$ cat config.mk
export PLATFORM = sky130hd
export DESIGN_NAME = reaction_timer_core
export DESIGN_NICKNAME = d
export VERILOG_FILES = /design/src/rtl/reaction_timer_core.sv
export SDC_FILE = /design/constraint.sdc
export NUM_CORES = 1
export LEC_CHECK = 0
export ABC_AREA = 1
export BUFFER_PORTS_ARGS = -buffer_cell sky130_fd_sc_hd__buf_2
export CORE_ASPECT_RATIO = 0.5
export CORE_MARGIN = 2
export CORE_UTILIZATION = 35
export CTS_BUF_LIST = sky130_fd_sc_hd__clkbuf_8
export CTS_CLUSTER_SIZE = 25
export DETAILED_ROUTE_END_ITERATION = 10
export GPL_TIMING_DRIVEN = 0
export HOLD_SLACK_MARGIN = 0.08
export PLACE_DENSITY = 0.52
export SYNTH_ARGS = -nofsm -noshare
export SYNTH_HDL_FRONTEND = slang
export SYNTH_SLANG_ARGS = --single-unit
$ cat constraint.sdc
create_clock -name clock -period 3.2 [get_ports clock]
set_input_delay 0.48 -clock clock [delete_from_list [all_inputs] [get_ports clock]]
set_output_delay 0.48 -clock clock [all_outputs]
set_load 0.03 [all_outputs]
$ cat src/rtl/reaction_timer_core.sv
// Reaction-timer trial controller: random pre-GO delay, BCD millisecond count, result/status outputs.
// Optional best-result register enabled by defining REACTION_BEST_EN.
module reaction_timer_core #(
    parameter int TICK_DIV     = 50000,
    parameter int MIN_DELAY_MS = 1000,
    parameter int DELAY_BITS   = 11
) (
    input  logic        clock,
    input  logic        resetn,
    input  logic        start,
    input  logic        react,
    output logic        led_go,
    output logic [15:0] bcd,
    output logic [2:0]  status,
    output logic        early,
    output logic        timeout,
    output logic [15:0] best_bcd,
    output logic        best_valid
);

    localparam int PRESC_W = (TICK_DIV > 1) ? $clog2(TICK_DIV) : 1;
    localparam int DELAY_W = $clog2(MIN_DELAY_MS + (1 << DELAY_BITS)) + 1;

    typedef enum logic [2:0] {
        IDLE  = 3'b000,
        WAIT  = 3'b001,
        GO    = 3'b010,
        DONE  = 3'b011,
        EARLY = 3'b100
    } state_t;

    state_t               state_q, state_d;
    logic                 prevStart_q, prevReact_q;
    logic [15:0]          lfsr_q, lfsr_d;
    logic [PRESC_W-1:0]   presc_q, presc_d;
    logic [DELAY_W-1:0]   delay_q, delay_d;
    logic [15:0]          bcd_q, bcd_d;
    logic                 early_q, early_d;
    logic                 timeout_q, timeout_d;
    logic                 startEdge, reactEdge, tick;
    logic [DELAY_W-1:0]   delayLoad;

    // Cascaded decimal increment: a digit only advances when every lower digit wrapped 9->0.
    function automatic logic [15:0] bcdInc(input logic [15:0] v);
        logic [15:0] r;
        logic        carry;
        r     = v;
        carry = 1'b1;
        for (int i = 0; i < 4; i++) begin
            if (carry) begin
                if (v[4*i +: 4] == 4'd9) begin
                    r[4*i +: 4] = 4'd0;
                end else begin
                    r[4*i +: 4] = v[4*i +: 4] + 4'd1;
                    carry       = 1'b0;
                end
            end
        end
        return r;
    endfunction

    assign startEdge = start & ~prevStart_q;
    assign reactEdge = react & ~prevReact_q;
    assign tick      = (presc_q == PRESC_W'(TICK_DIV - 1));
    assign lfsr_d    = {lfsr_q[0] ^ lfsr_q[2] ^ lfsr_q[3] ^ lfsr_q[5], lfsr_q[15:1]};
    assign delayLoad = DELAY_W'(MIN_DELAY_MS) + DELAY_W'(lfsr_q[DELAY_BITS-1:0]);

    always_comb begin
        state_d   = state_q;
        delay_d   = delay_q;
        bcd_d     = bcd_q;
        early_d   = early_q;
        timeout_d = timeout_q;
        case (state_q)
            IDLE, DONE, EARLY: begin
                if (startEdge) begin
                    state_d   = WAIT;
                    delay_d   = delayLoad;
                    bcd_d     = 16'h0000;
                    early_d   = 1'b0;
                    timeout_d = 1'b0;
                end
            end
            WAIT: begin
                // A react edge wins over an expiry tick landing on the same edge.
                if (reactEdge) begin
                    state_d = EARLY;
                    early_d = 1'b1;
                end else if (tick) begin
                    delay_d = delay_q - DELAY_W'(1);
                    if (delay_q == DELAY_W'(1)) begin
                        state_d = GO;
                        bcd_d   = 16'h0000;
                    end
                end
            end
            GO: begin
                if (reactEdge) begin
                    state_d = DONE;
                end else if (tick) begin
                    if (bcd_q == 16'h9999) begin
                        state_d   = DONE;
                        timeout_d = 1'b1;
                    end else begin
                        bcd_d = bcdInc(bcd_q);
                    end
                end
            end
            default: state_d = IDLE;
        endcase
        // Restarting the prescaler on each state entry aligns the first tick to TICK_DIV cycles.
        if (state_d != state_q || tick) begin
            presc_d = '0;
        end else begin
            presc_d = presc_q + PRESC_W'(1);
        end
    end

    always_ff @(posedge clock) begin
        if (!resetn) begin
            state_q     <= IDLE;
            prevStart_q <= 1'b1;
            prevReact_q <= 1'b1;
            lfsr_q      <= 16'hACE1;
            presc_q     <= '0;
            delay_q     <= '0;
            bcd_q       <= 16'h0000;
            early_q     <= 1'b0;
            timeout_q   <= 1'b0;
        end else begin
            state_q     <= state_d;
            prevStart_q <= start;
            prevReact_q <= react;
            lfsr_q      <= lfsr_d;
            presc_q     <= presc_d;
            delay_q     <= delay_d;
            bcd_q       <= bcd_d;
            early_q     <= early_d;
            timeout_q   <= timeout_d;
        end
    end

`ifdef REACTION_BEST_EN
    logic [15:0] best_q;
    logic        bestValid_q;
    logic        doneByReact;

    assign doneByReact = (state_q == GO) && reactEdge;

    always_ff @(posedge clock) begin
        if (!resetn) begin
            best_q      <= 16'h9999;
            bestValid_q <= 1'b0;
        end else if (doneByReact && (!bestValid_q || bcd_q < best_q)) begin
            best_q      <= bcd_q;
            bestValid_q <= 1'b1;
        end
    end

    assign best_bcd   = best_q;
    assign best_valid = bestValid_q;
`else
    assign best_bcd   = 16'h9999;
    assign best_valid = 1'b0;
`endif

    assign status  = state_q;
    assign led_go  = (state_q == GO);
    assign bcd     = bcd_q;
    assign early   = early_q;
    assign timeout = timeout_q;

endmodule
==> run_results.csv <==
group,metric,value,unit
critical_path,arrival,2410,ps
floorplanning,core_area,10400,um2
finish,syn_to_final_growth,14.7,%
clocking,ctsResizeCount,0,
synth,seq_area_frac_synth,35.9,%
power_and_ir_drop,p_leak,1.95,nW
run_status,status,"finished, final reports clean",
timing,rsz0062_at_grt,"false",
global_routing,grt_pass1_wl,14800,um
global_routing,grt_overflow,0,
global_routing,grt_max_degree,13,
drt,routed_wl,8750,um
floorplanning,ios,43,
finish,mostFrequentLayoutCells,"nand2_1, nor2_1, dfxtp_1",
finish,drive_gt1_share,14.0,%
timing,max_freq,470,MHz
finish,diodes,0,
clocking,cts_setup_buffers,0,
critical_path,crit_path_end_kind,"flop",
synth,async_flop_share,0,%
drt,drc,0,
finish,design_area,4350,um2
synth,synth_warnings,0,
synth,ys_ff_latch,68,
drt,dr.pass1.iters,4,
power_and_ir_drop,peakVddDrop,0.185,mV
critical_path,required,3480,ps
timing,max_slew.worst_pin.slew,618,ps
critical_path,crit_fanout,10,
drt,drtIter0Drc,145,
synth,syn-instance-count,550,
synth,netlist_area,3790,um2
power_and_ir_drop,p_total,2.44,mW
placed_design,port_buffers,25,
timing,finalWorstPathRequiredPeriod,2130,ps
timing,layout_setup_ws,1070,ps
floorplanning,start_util,36.5,%
clocking,cts.sinks,68,
timing,finalHoldViolCount,0,
drt,vias_per_cell,4.55,
drt,routedWlPerCell,11.7,um
critical_path,critPathKind,"flop to flop",
timing,max_slew_margin,58.8,%
placed_design,place_hpwl,6610,um
floorplanning,dieArea,11700,um2
timing,fin_crit_sh,66.5,%
clocking,clk_pin_slew_worst_paths,70,ps
clocking,cts_buffers,9,
synth,ys.flop_type,"dfxtp_1",
timing,slew_viol_final,0,
drt,vias,3393,
clocking,clockBufferDepth,2,
clocking,postCtsHoldBufs,0,
clocking,cts-htree-levels,3,
finish,layout_commonest_cell,"nand2_1",
synth,synth_edf_count,0,
global_routing,grtUsageTotal,16.1,%
floorplanning,rows,26,
worst_hold_path,hold_class,"input port to flop",
critical_path,start_kind,"flop",
clocking,clock_latency,350,ps
flow_run,maxCapViolations,0,
finish,fin_nets,617,
floorplanning,dieHeight,77.6,um
drt,postRouteAntennaNets,0,
timing,clock_skew,12.1,ps
placed_design,dpl_cell_area,4150,um2
floorplanning,die_w,151,um
finish,fill_cells,1135,
placed_design,gp_congestion,0.838,
global_routing,antenna_found_initial,0,
timing,setup_viol,0,
clocking,cts-root-buf,"clkbuf_8",
clocking,cts_tree,"done",
power_and_ir_drop,power-per-cell-area,562,nW/um2
synth,syn_avg_cell_area,6.89,um2
global_routing,first_global_vias,3118,
synth,yosysUniqueCellTypes,36,
timing,fin_setup_tns,0,ps
placed_design,pre_cts_ws,1050,ps
==> flip-flops by register name, indices dropped and copies added, names as in the netlist <==
name	cells
lfsr_q	16
timeout	1
bcd	16
prevReact_q	1
early	1
presc_q	16
status	3
prevStart_q	1
delay_q	13
==> power by group <==
group | internal [mW] | total (mW) | switching, mW
Sequential | 0.920 | 0.982 | 0.0619
Clock | 0.379 | 0.728 | 0.348
Combinational | 0.235 | 0.735 | 0.500
==> layout make-up <==
| type | count | area, um2 | share of cell area (%) |
|---|---|---|---|
| Clock inverter | 6 | 63.8 | 1.47 |
| Multi-Input combinational cell | 399 | 2040 | 47.0 |
| Tap cell | 140 | 175 | 4.03 |
| Inverter | 70 | 263 | 6.04 |
| Buffer | 28 | 181 | 4.17 |
| Clock buffer | 10 | 138 | 3.16 |
| Timing Repair Buffer | 25 | 125 | 2.88 |
| Sequential cell | 68 | 1360 | 31.3 |
==> Yosys cell counts, types with 3 or more instances <==
master,instances,area (um2)
nand4_1,9,56.3
nand3_2,3,30.0
ha_1,12,150
nor2_2,4,25.0
xnor2_1,6,52.6
nand3_1,40,200
o21ai_1,5,25.0
clkbuf_1,8,30.0
xor2_1,19,166
nor3_1,5,25.0
nor2_1,79,297
buf_4,18,135
nor4_1,4,25.0
or2_2,6,37.5
o21ai_0,22,110
inv_1,66,248
o211ai_1,5,37.5
a21oi_1,23,115
inv_2,4,15.0
nand2_1,115,432
a31oi_1,6,37.5
dfxtp_1,68,1360
a211oi_1,6,45.0
==> worst max-delay path, stage by stage (launching register included) <==
cell     delay [ps]
dfxtp_1         460
ha_1            200
nand2_1          50
nor2_1          270
nand2_1          80
nor2_1          190
nand2_1          80
nand2_1          60
nand2_1          70
nand3_1         110
nand4_2         200
buf_6           210
nor2_1           80
==> logic make-up (layout without fill, tap and decap cells) <==
| family | count (synthesis) | count (layout) | synth area share (%) |
|---|---|---|---|
| simple gates | 274 | 274 | 31.8 |
| buf+inv | 98 | 139 | 11.7 |
| flops | 68 | 68 | 35.9 |
| fa+ha+maj | 12 | 12 | 3.96 |
| xor+xnor | 25 | 25 | 5.78 |
| other cells | 2 | 17 | 0.198 |
| compound gates | 71 | 71 | 10.7 |
==> routing by layer <==
layer / vias to the layer above / global-route usage (%) / share of wire (%)
met5: - / 0 / 0
met4: 0 / 4.21 / 1.0
met3: 7 / 5.47 / 4.6
met2: 48 / 25.8 / 44
met1: 1507 / 20.7 / 50
li1: 1831 / - / -
==> per-stage QoR <==
stage                     instances  hold WS [ps]  utilization (%)
after global routing            746           311             41.9
after global placement          730           404             40.0
after floorplan                 565           390                -
after CTS                       746           295             41.9
after detailed placement        730           401             40.0
final                           746           315             41.9
==> worst paths after layout <==
| check | from | to | slack, ps | cells after the start |
|---|---|---|---|---|
| setup / recovery | bcd[0] | presc_q[13] | 1070 | 12 |
| hold / removal | react | prevReact_q | 310 | 3 |
| setup reg to reg | bcd[0] | presc_q[13] | 1070 | 12 |
| hold reg to reg | lfsr_q[11] | lfsr_q[10] | 420 | 1 |
(Power assumes the default switching activity.)
